$ cat config.mk
export PLATFORM = sky130hd
export DESIGN_NAME = ballot_unit_flat
export DESIGN_NICKNAME = d
export VERILOG_FILES = /design/src/rtl/ballot_pkg.sv /design/src/rtl/ballot_if.sv /design/src/rtl/btn_sync.sv /design/src/rtl/ballot_unit.sv /design/src/flat_wrapper.sv
export SDC_FILE = /design/constraint.sdc
export NUM_CORES = 1
export LEC_CHECK = 0
export ABC_CLOCK_PERIOD_IN_PS = 5400
export BUFFER_PORTS_ARGS = -buffer_cell sky130_fd_sc_hd__buf_4
export CORE_ASPECT_RATIO = 0.5
export CORE_UTILIZATION = 45
export DETAILED_ROUTE_END_ITERATION = 10
export GPL_TIMING_DRIVEN = 1
export HOLD_SLACK_MARGIN = 0.12
export PLACE_DENSITY_LB_ADDON = 0.25
export SYNTH_ARGS = -nofsm -noshare
export SYNTH_HDL_FRONTEND = slang
export SYNTH_SLANG_ARGS = --single-unit
$ cat constraint.sdc
create_clock -name clk -period 5.4 [get_ports clk]
set_input_delay 0.27 -clock clk [delete_from_list [all_inputs] [get_ports clk]]
set_output_delay 0.27 -clock clk [all_outputs]
set_load 0.03 [all_outputs]
$ cat src/rtl/ballot_pkg.sv
// Shared definitions for the ballot front end and the downstream voting_machine.
// Holds the FSM state encoding, candidate codes and button-decode helpers.
package ballot_pkg;

  typedef enum logic [2:0] {
    IDLE,
    ARMED,
    DEBOUNCE,
    CAST,
    RELEASE
  } state_t;

  typedef logic [2:0] cand_t;

  localparam cand_t CAND_NONE = 3'b000;
  localparam cand_t CAND_1    = 3'b001;
  localparam cand_t CAND_2    = 3'b010;
  localparam cand_t CAND_3    = 3'b011;

  function automatic logic is_onehot(input logic [2:0] v);
    return (v == 3'b001) || (v == 3'b010) || (v == 3'b100);
  endfunction

  // Button bit position -> candidate code; anything not one-hot maps to none.
  function automatic cand_t cand_code(input logic [2:0] oh);
    case (oh)
      3'b001:  return CAND_1;
      3'b010:  return CAND_2;
      3'b100:  return CAND_3;
      default: return CAND_NONE;
    endcase
  endfunction

endpackage

$ cat src/rtl/ballot_if.sv
// Officer/button inputs and vote outputs of one ballot station.
interface ballot_if;
  import ballot_pkg::*;

  logic       arm;
  logic [2:0] btn;
  cand_t      candidate;
  logic       ready;
  logic       cast_done;
  logic       timeout;
  logic [7:0] ballots;

  modport master (
    output arm, btn,
    input  candidate, ready, cast_done, timeout, ballots
  );

  modport slave (
    input  arm, btn,
    output candidate, ready, cast_done, timeout, ballots
  );

endinterface

$ cat src/rtl/btn_sync.sv
// Two-flop synchronizer for raw asynchronous button inputs.
module btn_sync #(
  parameter int W = 3
) (
  input  logic         clk,
  input  logic         rst,
  input  logic [W-1:0] d,
  output logic [W-1:0] q
);

  logic [1:0][W-1:0] ff;

  always_ff @(posedge clk or posedge rst) begin
    if (rst) ff <= '0;
    else     ff <= {ff[0], d};
  end

  assign q = ff[1];

endmodule

$ cat src/rtl/ballot_unit.sv
// Ballot station: synchronizes and debounces three candidate buttons and
// emits exactly one registered candidate code per officer-opened ballot.
module ballot_unit
  import ballot_pkg::*;
#(
  parameter int DEBOUNCE_CYCLES = 4,
  parameter int TIMEOUT_CYCLES  = 1000
) (
  input  logic     clk,
  input  logic     rst,
  ballot_if.slave  bus
);

  localparam logic [7:0]  DEB_LAST = 8'(DEBOUNCE_CYCLES - 1);
  localparam logic [15:0] TMO_LAST = 16'(TIMEOUT_CYCLES - 1);

  state_t      state;
  logic [2:0]  sbtn;
  logic [2:0]  latch;
  logic [7:0]  dcnt;
  logic [15:0] tcnt;
  cand_t       cand_q;
  logic        ready_q;
  logic        done_q;
  logic        tout_q;
  logic [7:0]  ballots_q;

  btn_sync #(.W(3)) u_sync (
    .clk (clk),
    .rst (rst),
    .d   (bus.btn),
    .q   (sbtn)
  );

  // The timeout counter keeps running through DEBOUNCE so a bouncing button
  // cannot hold a ballot open forever; a completed debounce wins over expiry.
  always_ff @(posedge clk or posedge rst) begin
    if (rst) begin
      state     <= IDLE;
      latch     <= '0;
      dcnt      <= '0;
      tcnt      <= '0;
      cand_q    <= CAND_NONE;
      ready_q   <= 1'b0;
      done_q    <= 1'b0;
      tout_q    <= 1'b0;
      ballots_q <= '0;
    end else begin
      cand_q <= CAND_NONE;
      done_q <= 1'b0;
      tout_q <= 1'b0;
      case (state)
        IDLE: begin
          if (bus.arm) begin
            state   <= ARMED;
            tcnt    <= '0;
            ready_q <= 1'b1;
          end
        end
        ARMED: begin
          if (tcnt == TMO_LAST) begin
            state   <= IDLE;
            tout_q  <= 1'b1;
            ready_q <= 1'b0;
          end else begin
            tcnt <= tcnt + 16'd1;
            if (is_onehot(sbtn)) begin
              state <= DEBOUNCE;
              latch <= sbtn;
              dcnt  <= '0;
            end
          end
        end
        DEBOUNCE: begin
          if (sbtn == latch && dcnt == DEB_LAST) begin
            state   <= CAST;
            cand_q  <= cand_code(latch);
            done_q  <= 1'b1;
            ready_q <= 1'b0;
            if (ballots_q != 8'hFF) ballots_q <= ballots_q + 8'd1;
          end else if (tcnt == TMO_LAST) begin
            state   <= IDLE;
            tout_q  <= 1'b1;
            ready_q <= 1'b0;
          end else begin
            tcnt <= tcnt + 16'd1;
            if (sbtn != latch) begin
              state <= ARMED;
              dcnt  <= '0;
            end else begin
              dcnt <= dcnt + 8'd1;
            end
          end
        end
        CAST: begin
          state <= RELEASE;
          dcnt  <= '0;
        end
        RELEASE: begin
          // All buttons must be quiet for a full debounce window before re-arming.
          if (sbtn != 3'b000)        dcnt  <= '0;
          else if (dcnt == DEB_LAST) state <= IDLE;
          else                       dcnt  <= dcnt + 8'd1;
        end
        default: state <= IDLE;
      endcase
    end
  end

  assign bus.candidate = cand_q;
  assign bus.ready     = ready_q;
  assign bus.cast_done = done_q;
  assign bus.timeout   = tout_q;
  assign bus.ballots   = ballots_q;

endmodule

$ cat src/flat_wrapper.sv
// flat-port wrapper written by rule: the top's interface ports become plain ports
module ballot_unit_flat import ballot_pkg::*;
#(
  parameter int DEBOUNCE_CYCLES = 4,
  parameter int TIMEOUT_CYCLES  = 1000
)
  (clk, rst, bus_arm, bus_btn, bus_candidate, bus_ready, bus_cast_done, bus_timeout, bus_ballots);
  ballot_if bus_i ();
  input  logic clk;
  input  logic rst;
  input wire logic [$bits(bus_i.arm)-1:0] bus_arm;
  input wire logic [$bits(bus_i.btn)-1:0] bus_btn;
  output wire logic [$bits(bus_i.candidate)-1:0] bus_candidate;
  output wire logic [$bits(bus_i.ready)-1:0] bus_ready;
  output wire logic [$bits(bus_i.cast_done)-1:0] bus_cast_done;
  output wire logic [$bits(bus_i.timeout)-1:0] bus_timeout;
  output wire logic [$bits(bus_i.ballots)-1:0] bus_ballots;
  assign bus_i.arm = bus_arm;
  assign bus_i.btn = bus_btn;
  assign bus_candidate = bus_i.candidate;
  assign bus_ready = bus_i.ready;
  assign bus_cast_done = bus_i.cast_done;
  assign bus_timeout = bus_i.timeout;
  assign bus_ballots = bus_i.ballots;
  ballot_unit #(.DEBOUNCE_CYCLES(DEBOUNCE_CYCLES), .TIMEOUT_CYCLES(TIMEOUT_CYCLES)) u_core (.clk(clk), .rst(rst), .bus(bus_i));
endmodule
==> results of run 1 <==
-- repair_timing --
| item | in CTS | in global routing |
|---|---|---|
| endpoints found under the hold margin | 3 | 0 |
| endpoints found under the setup margin | 0 | 0 |
| hold buffers | 3 | 0 |
-- where the power goes --
group	leakage, µW	internal, µW	switching [µW]
Sequential	0.000654	401	69.2
Clock	0.0000768	184	137
Combinational	0.000533	108	152
Total	0.00126	693	358
-- registers in the layout, indices dropped and copies added, names as in the netlist --
name and count:
u_core.u_sync.q 3, u_core.bus.timeout 1, u_core.bus.ready 1, u_core.bus.cast_done 1, u_core.latch 3, u_core.u_sync.ff 3, u_core.state 3, u_core.tcnt 16
u_core.dcnt 8, u_core.bus.candidate 2, u_core.bus.ballots 8
-- through the flow --
| step | utilization [%] | total power [µW] |
|---|---|---|
| 3_3_place_gp | 52.6 | 722 |
| 5_1_grt | 56.1 | 1110 |
| 6_report | 56.1 | 1050 |
| 3_5_place_dp | 52.6 | 731 |
| 2_1_floorplan | - | 679 |
| 4_1_cts | 56.1 | 1060 |
-- kinds of logic after synthesis --
logic type	Yosys count	share of synthesized area [%]
flip-flops	49	47.9
buffers and inverters	13	2.98
XOR/XNOR	24	8.20
other	1	0.146
adder cells (fa/ha/maj)	3	1.46
AND/OR/NAND/NOR	112	26.4
AO/OA/AOI/OAI	35	9.91
multiplexers	7	3.08
-- critical path, delay by kind of cell, from the launching register on --
family                     cells  cell delay (ns)
and+or+nand+nor                4             1.57
DFF                            1             0.43
AOI/OAI and AO/OA              2             0.35
adders and majority gates      1             0.29
-- per-layer routing --
layer  track usage [%]  vias up  share of wire (%)
met1              25.8      946                 46
met3              4.60        9                3.7
met2              29.2       39                 48
met4              6.18        0                1.4
li1                  -      901                  -
met5                 0        -                  0
-- final timing paths --
| check | start | endpoint | slack [ns] | depth (start not counted) |
|---|---|---|---|---|
| min in group clk | u_core.u_sync.ff[1] | u_core.u_sync.q[1] | 0.35 | 0 |
| max in group asynchronous | rst | u_core.bus.candidate[0] | 4.57 | 2 |
| min | rst | u_core.u_sync.ff[1] | 0.23 | 2 |
| max reg2reg | u_core.tcnt[0] | u_core.dcnt[3] | 2.63 | 7 |
| max | u_core.tcnt[0] | u_core.dcnt[3] | 2.63 | 7 |
| min reg2reg | u_core.u_sync.ff[1] | u_core.u_sync.q[1] | 0.35 | 0 |
-- final cells by class --
cell class | count | area [µm²] | share of cell area [%]
Timing Repair Buffer | 22 | 173 | 5.91
Inverter | 4 | 15.0 | 0.514
Tap cell | 70 | 87.6 | 3.00
Multi-Input combinational cell | 182 | 1270 | 43.4
Clock buffer | 6 | 139 | 4.76
Sequential cell | 49 | 1230 | 42.0
Clock inverter | 2 | 13.8 | 0.471
-- Yosys cell counts, types with 2 or more instances --
master	n	area [µm²]
sky130_fd_sc_hd__dfrtp_1	49	1230
sky130_fd_sc_hd__nor2_1	25	93.8
sky130_fd_sc_hd__buf_2	4	20.0
sky130_fd_sc_hd__xnor2_1	22	193
sky130_fd_sc_hd__o31ai_4	2	42.5
sky130_fd_sc_hd__nor4_1	5	31.3
sky130_fd_sc_hd__xor2_1	2	17.5
sky130_fd_sc_hd__nand4_1	10	62.6
sky130_fd_sc_hd__ha_1	3	37.5
sky130_fd_sc_hd__nor4bb_1	3	30.0
sky130_fd_sc_hd__nor3b_1	2	15.0
sky130_fd_sc_hd__nor3_1	6	30.0
sky130_fd_sc_hd__nor4_4	2	42.5
sky130_fd_sc_hd__buf_4	2	15.0
sky130_fd_sc_hd__and3_1	9	56.3
sky130_fd_sc_hd__buf_6	2	22.5
sky130_fd_sc_hd__nand2_1	14	52.6
sky130_fd_sc_hd__nor4b_1	3	26.3
sky130_fd_sc_hd__nor2b_1	5	31.3
sky130_fd_sc_hd__o21ai_1	2	10.0
sky130_fd_sc_hd__mux2_2	7	78.8
sky130_fd_sc_hd__or2_2	2	12.5
sky130_fd_sc_hd__nand2b_1	10	62.6
sky130_fd_sc_hd__a21oi_1	5	25.0
sky130_fd_sc_hd__nand3_1	9	45.0
sky130_fd_sc_hd__o21ai_0	17	85.1
sky130_fd_sc_hd__inv_1	4	15.0
==> impl_metrics.tcl, run 1 <==
set metrics [dict create \
    post_route_cells_drive_above_1_share_pct 18.1 \
    tns_ns 0 \
    antenna_diode_count 0 \
    critical_path_peak_fanout 9 \
    place_area_mm2 0.00274 \
    yosys.cell_types.count 45 \
    timing.slew.headroom_pct 33.2 \
    report.final.slew_viol_count 0 \
    grt_antenna_before_repair 0 \
    mostFrequentLayoutCells "49 x sky130_fd_sc_hd__dfrtp_1, 25 x sky130_fd_sc_hd__nor2_1, 22 x sky130_fd_sc_hd__xnor2_1" \
    unrepaired_setup_endpoints_after_global_routing "no" \
    worst_setup_hold_path_clk_slew_ns 0.07 \
    setup_slack_ns 2.63 \
    worstMarginPinSlew_ns 1.00 \
    synthesis.instances 244 \
    die-width_um 109 \
    globalRouteOverflowTotal 0 \
    gpl.final_weighted_congestion 0.798 \
    ff_latch_count_synth 49 \
    period_share_pct 51.2 \
    drt-vias-per-instance 5.66 \
    setup_viol 0 \
    end_kind "register" \
    ir_drop_uv 153 \
    worst_ep_arrival_time_ns 2.93 \
    clockBufferDepth 2 \
    cts-htree-levels 2 \
    floorplan.rows 18 \
    io_buffer_count 18 \
    cpPeakStageDelay_ns 0.46 \
    design_area_mm2 0.00292 \
    core_region_area_mm2 0.00520 \
    critical_path_class "reg2reg" \
    tritoncts "built" \
    p_leak_uw 0.00126 \
    drtAntennaViolNets 0 \
    totalWireLength_um 5020 \
    clock-sinks 49 \
    mostFrequentLayoutCell "sky130_fd_sc_hd__dfrtp_1" \
    post_cts_buffers 0 \
    clkLatencyLatePin_ns 0.29 \
    synth_nets 253 \
    route.vias.total 1895 \
    async_flop_share_pct 100 \
    setup.worst_path.start_class "register" \
    preCtsSetupSlack_ns 2.72 \
    worst_hold_path_type "in2async" \
    fmax_ghz 0.362 \
    ys_seq_area_share_pct 47.9 \
    placed_cells 324 \
    powerDensity_mw_per_mm2 360 \
    post_layout_nonfiller_instances 335 \
    areaGrowthSynthToFinish_pct 14.0 \
    yosys_most_used_dff "sky130_fd_sc_hd__dfrtp_1" \
    firstDrtPassIters 4 \
    finClkSkew_ns 0.00664 \
    numCtsBuffers 5 \
    max-cap-violations 0 \
    grt_start_max_net_pins 50 \
    wl_per_cell_um 15.0 \
    critical-path-slowest-cell "sky130_fd_sc_hd__and4_1" \
    finalHoldViolations 0 \
    first_global_vias 1846 \
    layout.filler_cells 453 \
    crit_path_cell_trace "ha_1 -> nor4b_1 -> and4_1 -> o221ai_1 -> nor2_2 -> or3_1 -> o21ai_0" \
    ioPinCount 20 \
    dr.first_iter.drc_count 168 \
    cts_resized 0 \
    grt_first_pass_wirelength_um 8790 \
    required_ns 5.57 \
    dp_hpwl_um 3380 \
    netlist_area_mm2 0.00256 \
    drc_errors 0 \
    layout_min_cycle_time_ns 2.77 \
    root_buffer "sky130_fd_sc_hd__clkbuf_16" \
    synth_area_per_cell_um2 10.5 \
    hold_ws_ns 0.225 \
    initial_core_util_pct 49.3 \
    nets 273 \
    die_y_um 55.4 \
    synth_enable_flop_cells 0 \
    run_status "finished clean" \
    synth.yosys.warnings 0 \
    dieArea_mm2 0.00602 \
    global_route.usage.total_pct 18.8 \
]
Power figures use the tool's default switching activity.
==> run 2, diff against run 1 <==
--- a/config.mk
+++ b/config.mk
@@ -5,7 +5,7 @@
 export SDC_FILE = /design/constraint.sdc
 export NUM_CORES = 1
 export LEC_CHECK = 0
-export ABC_CLOCK_PERIOD_IN_PS = 5400
+export ABC_CLOCK_PERIOD_IN_PS = 2740
 export BUFFER_PORTS_ARGS = -buffer_cell sky130_fd_sc_hd__buf_4
 export CORE_ASPECT_RATIO = 0.5
 export CORE_UTILIZATION = 45
==> constraint.sdc (replaced) <==
create_clock -name clk -period 2.74 [get_ports clk]
set_input_delay 0.137 -clock clk [delete_from_list [all_inputs] [get_ports clk]]
set_output_delay 0.137 -clock clk [all_outputs]
set_load 0.03 [all_outputs]
==> run 2 against run 1 <==
  * Worst setup slack got worse by 2.4 ns
  * Sequential share of layout area decreased by 0.71 points
  * Wire length increased by 0.86%
  * Clock power increased by 120%
  * Register-to-register slack got worse by 2.4 ns
  * Global-route usage increased by 0.091 points
  * Design area increased by 1.7%
  * Clock-buffer cell count increased by 1
  * Maximum frequency increased by 11%
  * Power increased by 110%
  * Non-clock buffer count increased by 4
  * Critical endpoint unchanged
  * Highest routed layer unchanged
==> impl_metrics.tcl, run 2 (synthesis results as in run 1) <==
set metrics [dict create \
    layout_min_cycle_time_ns 2.49 \
    mostFrequentLayoutCell "sky130_fd_sc_hd__dfrtp_1" \
    core_region_area_mm2 0.00520 \
    critical_path_peak_fanout 8 \
    clkLatencyLatePin_ns 0.29 \
    worst_setup_hold_path_clk_slew_ns 0.06 \
    grt_antenna_before_repair 0 \
    registers.top_by_ff_count "u_core.tcnt" \
    route.top_layer_used "met4" \
    total_power_uw 2210 \
    ir_drop_uv 305 \
    finClkSkew_ns 0.00329 \
    dr.first_iter.drc_count 80 \
    nets 277 \
    clockBufferDepth 2 \
    drtAntennaViolNets 0 \
    initial_core_util_pct 49.3 \
    critical_path_class "reg2reg" \
    wl_per_cell_um 14.9 \
    detail_route.wirelength.met1_um 2430 \
    worst_ep_arrival_time_ns 2.65 \
    cts_resized 0 \
    dp_hpwl_um 3440 \
    unrepaired_setup_endpoints_after_global_routing "no" \
    gpl.final_weighted_congestion 0.844 \
    die_y_um 55.4 \
    global_route.usage.total_pct 18.9 \
    grt_first_pass_wirelength_um 8780 \
    report.final.slew_viol_count 0 \
    finalHoldViolations 0 \
    largest_register_ffs 16 \
    grt_start_max_net_pins 50 \
    cts-htree-levels 2 \
    route.vias.total 1901 \
    worst_hold_path_type "in2async" \
    totalWireLength_um 5060 \
    timing.slew.headroom_pct 32.9 \
    setup_viol 0 \
    dieArea_mm2 0.00602 \
    ioPinCount 20 \
    layout.filler_cells 443 \
    drc_errors 0 \
    tns_ns 0 \
    wl_met3_um 170 \
    first_global_vias 1866 \
    route.met2.wl_um 2390 \
    post_route_cells_drive_above_1_share_pct 19.0 \
    drt-vias-per-instance 5.61 \
    powerDensity_mw_per_mm2 743 \
    post_cts_buffers 0 \
    run_status "finished clean" \
    clock-sinks 49 \
    antenna_diode_count 0 \
    p_leak_uw 0.00129 \
    root_buffer "sky130_fd_sc_hd__clkbuf_16" \
    period_share_pct 91.0 \
    io_buffer_count 18 \
    firstDrtPassIters 4 \
    fmax_ghz 0.401 \
    mostFrequentLayoutCells "49 x sky130_fd_sc_hd__dfrtp_1, 25 x sky130_fd_sc_hd__nor2_1, 23 x sky130_fd_sc_hd__buf_4" \
    floorplan.rows 18 \
    worstMarginPinSlew_ns 1.01 \
    numCtsBuffers 5 \
    areaGrowthSynthToFinish_pct 15.9 \
    setup.worst_path.start_class "register" \
    end_kind "register" \
    tritoncts "built" \
    die-width_um 109 \
    globalRouteOverflowTotal 0 \
    max-cap-violations 0 \
    required_ns 2.89 \
]
==> run 2: layout make-up <==
cell class                      instances  area [µm²]  share of cell area, %
Sequential cell                        49        1230                   41.3
Clock inverter                          1        30.0                   1.01
Timing Repair Buffer                   26         203                   6.82
Tap cell                               70        87.6                   2.95
Multi-Input combinational cell        182        1270                   42.6
Clock buffer                            7         143                   4.80
Inverter                                4        15.0                  0.505
==> run 2: per-layer routing <==
metal,track usage [%],vias to the layer above
met5,0,-
met4,6.76,0
met3,4.49,4
met2,29.6,32
met1,25.6,950
li1,-,915
==> run 2: worst max-delay path, stage by stage (launching register included) <==
cell and delay [ns]:
sky130_fd_sc_hd__dfrtp_1 0.42, sky130_fd_sc_hd__ha_1 0.30, sky130_fd_sc_hd__nor4b_1 0.38, sky130_fd_sc_hd__and4_1 0.43, sky130_fd_sc_hd__o221ai_1 0.19, sky130_fd_sc_hd__nor2_2 0.13, sky130_fd_sc_hd__or3_1 0.34, sky130_fd_sc_hd__o21ai_0 0.16
==> run 2: timing repair <==
action | 4_1_cts | 5_1_grt
endpoints found under the hold margin | 3 | 0
setup endpoints to repair | 0 | 0
hold buffers | 3 | 0
==> run 2: where the power goes <==
group | switching [µW] | leakage [µW] | total (µW) | internal [µW]
Clock | 261 | 0.0000841 | 717 | 456
Combinational | 315 | 0.000553 | 565 | 250
Sequential | 136 | 0.000654 | 926 | 790
==> run 2: worst paths after layout <==
kind	startpoint	end	slack, ns	cells after the start
setup / recovery	u_core.tcnt[0]	u_core.dcnt[3]	0.25	7
hold / removal	rst	u_core.u_sync.ff[0]	0.1	2
setup reg to reg	u_core.tcnt[0]	u_core.dcnt[3]	0.25	7
hold reg to reg	u_core.u_sync.ff[1]	u_core.u_sync.q[1]	0.35	0
max in group asynchronous	rst	u_core.bus.ballots[5]	2.02	2
min in group clk	bus_arm	u_core.state[0]	0.28	4
==> run 2: stage by stage <==
| step | utilization [%] | cells | setup WS, ns | hold WS (ns) | instance area [µm²] |
|---|---|---|---|---|---|
| 6_report | 57.1 | 339 | 0.247 | 0.0958 | 2970 |
| 5_1_grt | 57.1 | 339 | 0.0345 | 0.197 | 2970 |
| 4_1_cts | 57.1 | 339 | 0.242 | 0.146 | 2970 |
| 3_5_place_dp | 53.2 | 328 | 0.269 | 0.248 | 2770 |
| 3_3_place_gp | 53.2 | 328 | 0.400 | 0.247 | 2770 |
| 2_1_floorplan | - | 244 | 0.473 | 0.168 | 2560 |
==> run 3, diff against run 2 <==
--- a/config.mk
+++ b/config.mk
@@ -5,6 +5,7 @@
 export SDC_FILE = /design/constraint.sdc
 export NUM_CORES = 1
 export LEC_CHECK = 0
+export ABC_AREA = 1
 export ABC_CLOCK_PERIOD_IN_PS = 2740
 export BUFFER_PORTS_ARGS = -buffer_cell sky130_fd_sc_hd__buf_4
 export CORE_ASPECT_RATIO = 0.5
==> run 3 against run 2 <==
  * Utilization is 4.4 points lower
  * Maximum frequency is 27% higher
  * Sequential power is 16% lower
  * Largest cell class unchanged
  * Critical endpoint is now u_core.tcnt[8]
  * Power shrank 29%
  * Global-route usage down 1.0 points
  * Combinational power down 72%
==> impl_metrics.tcl, run 3 <==
set metrics [dict create \
    run_status "finished clean" \
    yosys_most_used_dff "sky130_fd_sc_hd__dfrtp_1" \
    dp_hpwl_um 4630 \
    post_route_cells_drive_above_1_share_pct 17.5 \
    fmax_ghz 0.509 \
    max-cap-violations 0 \
    ir_drop_uv 309 \
    numCtsBuffers 5 \
    dieArea_mm2 0.00736 \
    netlist_area_mm2 0.00315 \
    layout.core_utilization_pct 52.7 \
    synthesis.instances 431 \
    regToRegSetupSlack_ns 0.78 \
    mostFrequentLayoutCells "148 x sky130_fd_sc_hd__nand2_1, 56 x sky130_fd_sc_hd__nor2_1, 49 x sky130_fd_sc_hd__dfrtp_1" \
    registers.top_by_ff_count "u_core.tcnt" \
    design_area_mm2 0.00354 \
    postCtsHoldBufs 3 \
    cpPeakStageDelay_ns 0.48 \
    commonest_cells_in_the_netlist "148 x sky130_fd_sc_hd__nand2_1, 56 x sky130_fd_sc_hd__nor2_1, 49 x sky130_fd_sc_hd__dfrtp_1" \
    crit_path_cell_trace "ha_1 -> nand2_1 -> inv_2 -> nand2_1 -> nor2_4 -> nand2_4 -> o21ai_4 -> nor2_4 -> nand2_1 -> o21ai_2" \
    global_route.usage.total_pct 17.9 \
    ioPinCount 20 \
    yosys.area_share.xor_xnor_pct 4.41 \
    totalWireLength_um 6420 \
    end_kind "register" \
    layout.filler_cells 671 \
    floorplan.rows 21 \
    p_leak_uw 0.00180 \
    timing.critical_path.max_delay_family "simple AND/OR/NAND/NOR gates" \
    firstDrtPassIters 4 \
    worst_setup_hold_path_clk_slew_ns 0.07 \
    areaGrowthSynthToFinish_pct 12.5 \
    drc_errors 0 \
    setup_viol 0 \
    initial_core_util_pct 46.8 \
    critical_path_peak_fanout 21 \
    io_buffer_count 18 \
    first_global_vias 2253 \
    antenna_diode_count 0 \
    finalHoldViolations 0 \
    yosys.area.top_type_share_pct 38.9 \
    wl_per_cell_um 11.7 \
    timing.reg2reg.worst_path_depth 10 \
    critical_path.n_buffers_inverters 1 \
    root_buffer "sky130_fd_sc_hd__clkbuf_16" \
    critical_path.reg2reg.startpoint "u_core.tcnt[0]" \
    finClkSkew_ns 0.00323 \
    die-width_um 120 \
    worstMarginPinSlew_ns 1.04 \
    post_cts_buffers 0 \
    mostFrequentLayoutCell "sky130_fd_sc_hd__nand2_1" \
    synthSimpleGateAreaFrac_pct 42.1 \
    gpl.final_weighted_congestion 0.908 \
    share_of_the_synthesized_area_in_compound_gates_ao_oa_aoi_oai_pct 6.56 \
    grt_start_max_net_pins 50 \
    area_occupied_by_multi_input_gates_mm2 0.00171 \
    synth_top_family_by_area "simple AND/OR/NAND/NOR gates" \
    grt_antenna_before_repair 0 \
    synth_largest_area_cell "sky130_fd_sc_hd__dfrtp_1" \
    ff_latch_count_synth 49 \
    setup.worst_path.start_class "register" \
    worst_ep_arrival_time_ns 2.19 \
    largest_register_ffs 16 \
    ys_seq_area_share_pct 38.9 \
    yosysMostFrequentCell "sky130_fd_sc_hd__nand2_1" \
    dr.first_iter.drc_count 222 \
    drtAntennaViolNets 0 \
    layout_min_cycle_time_ns 1.96 \
    core_region_area_mm2 0.00673 \
    unrepaired_setup_endpoints_after_global_routing "no" \
    synthAdderAreaFrac_pct 1.19 \
    nets 464 \
    timing.slew.headroom_pct 30.8 \
    tns_ns 0 \
    yosys.cell_types.count 34 \
    route.vias.total 2761 \
    cts_resized 0 \
    synth_enable_flop_cells 0 \
    synth_area_per_cell_um2 7.31 \
    clock-sinks 49 \
    clkLatencyLatePin_ns 0.29 \
    largest_cells_by_area_after_synthesis "sky130_fd_sc_hd__dfrtp_1 39%, sky130_fd_sc_hd__nand2_1 18%, sky130_fd_sc_hd__nor2_1 6.7%, sky130_fd_sc_hd__nand3_1 5.1%, sky130_fd_sc_hd__inv_1 3.2%" \
    place_area_mm2 0.00337 \
    drt-vias-per-instance 5.04 \
    report.final.slew_viol_count 0 \
    cts-htree-levels 2 \
    tritoncts "built" \
    worst_hold_path_type "in2async" \
    hold_ws_ns 0.106 \
    required_ns 2.96 \
    powerDensity_mw_per_mm2 440 \
    critical-path-slowest-cell "sky130_fd_sc_hd__nor2_4" \
    synth_nets 440 \
    preCtsSetupSlack_ns 0.804 \
    critical-path-top-cell-by-count "sky130_fd_sc_hd__nand2_1" \
    seq_cell_area_mm2 0.00123 \
    crit-reg2reg-capture "u_core.tcnt[8]" \
    clockBufferDepth 2 \
    setup_slack_ns 0.775 \
    period_share_pct 71.7 \
    synth.yosys.warnings 0 \
    grt_first_pass_wirelength_um 10400 \
    globalRouteOverflowTotal 0 \
    die_y_um 61.2 \
    critical_path_class "reg2reg" \
    post_synthesis_mux_area_share_pct 0 \
    async_flop_share_pct 100 \
]
==> run 3: cells by family (layout without fill, tap and decap cells) <==
| logic type | Yosys count | in the layout |
|---|---|---|
| DFF | 49 | 49 |
| buffers and inverters | 50 | 75 |
| xor gates and xnor gates | 15 | 15 |
| adders and majority gates | 3 | 3 |
| other | 1 | 1 |
| and+or+nand+nor | 282 | 282 |
| AOI/OAI and AO/OA | 31 | 31 |
==> run 3: cell type report <==
type	instances	share of cell area (%)
multi-input cells	332	48.3
clock buffers	5	3.53
well taps	92	3.25
clock inverters	3	0.600
repair buffers	21	4.66
flip-flops and latches	49	34.6
inverters	46	5.02
==> run 3: worst max path at each step <==
stage / startpoint / end / slack, ns / cells past startpoint
finish: u_core.tcnt[0] / u_core.tcnt[8] / 0.78 / 10
detailed placement: u_core.tcnt[0] / u_core.tcnt[4] / 0.80 / 10
global placement: u_core.tcnt[0] / u_core.tcnt[4] / 0.89 / 10
CTS: u_core.tcnt[0] / u_core.tcnt[3] / 0.78 / 10
floorplan: u_core.bus.ballots[0] / u_core.bus.ballots[2] / 1.18 / 7
global route: u_core.tcnt[0] / u_core.tcnt[3] / 0.63 / 10
==> run 3: worst register-to-register path: cells and delay by family (launching register included) <==
| kind | cells | cell delay (ns) |
|---|---|---|
| AO/OA/AOI/OAI | 2 | 0.15 |
| adder cells (fa/ha/maj) | 1 | 0.24 |
| buffers and inverters | 1 | 0.06 |
| flip-flops | 1 | 0.42 |
| AND/OR/NAND/NOR | 6 | 1.03 |
==> run 3: stage by stage <==
step | std cells | total power (µW)
4_1_cts | 548 | 1570
2_1_floorplan | 431 | 908
5_1_grt | 548 | 1620
3_3_place_gp | 537 | 947
6_report | 548 | 1560
3_5_place_dp | 537 | 948
==> run 3: routing by layer <==
layer  GRT usage (%)  vias up  wire length [µm]
li1                -     1420                 -
met2            29.9       47              2940
met4            3.35        0                19
met5               0        -                 0
met3            3.52        3               247
met1            24.8     1291              3210
==> run 3: report_power, final <==
group / internal (µW) / total, µW / switching (µW)
logic: 54.4 / 158 / 104
clock network: 340 / 619 / 279
registers: 749 / 780 / 31.3
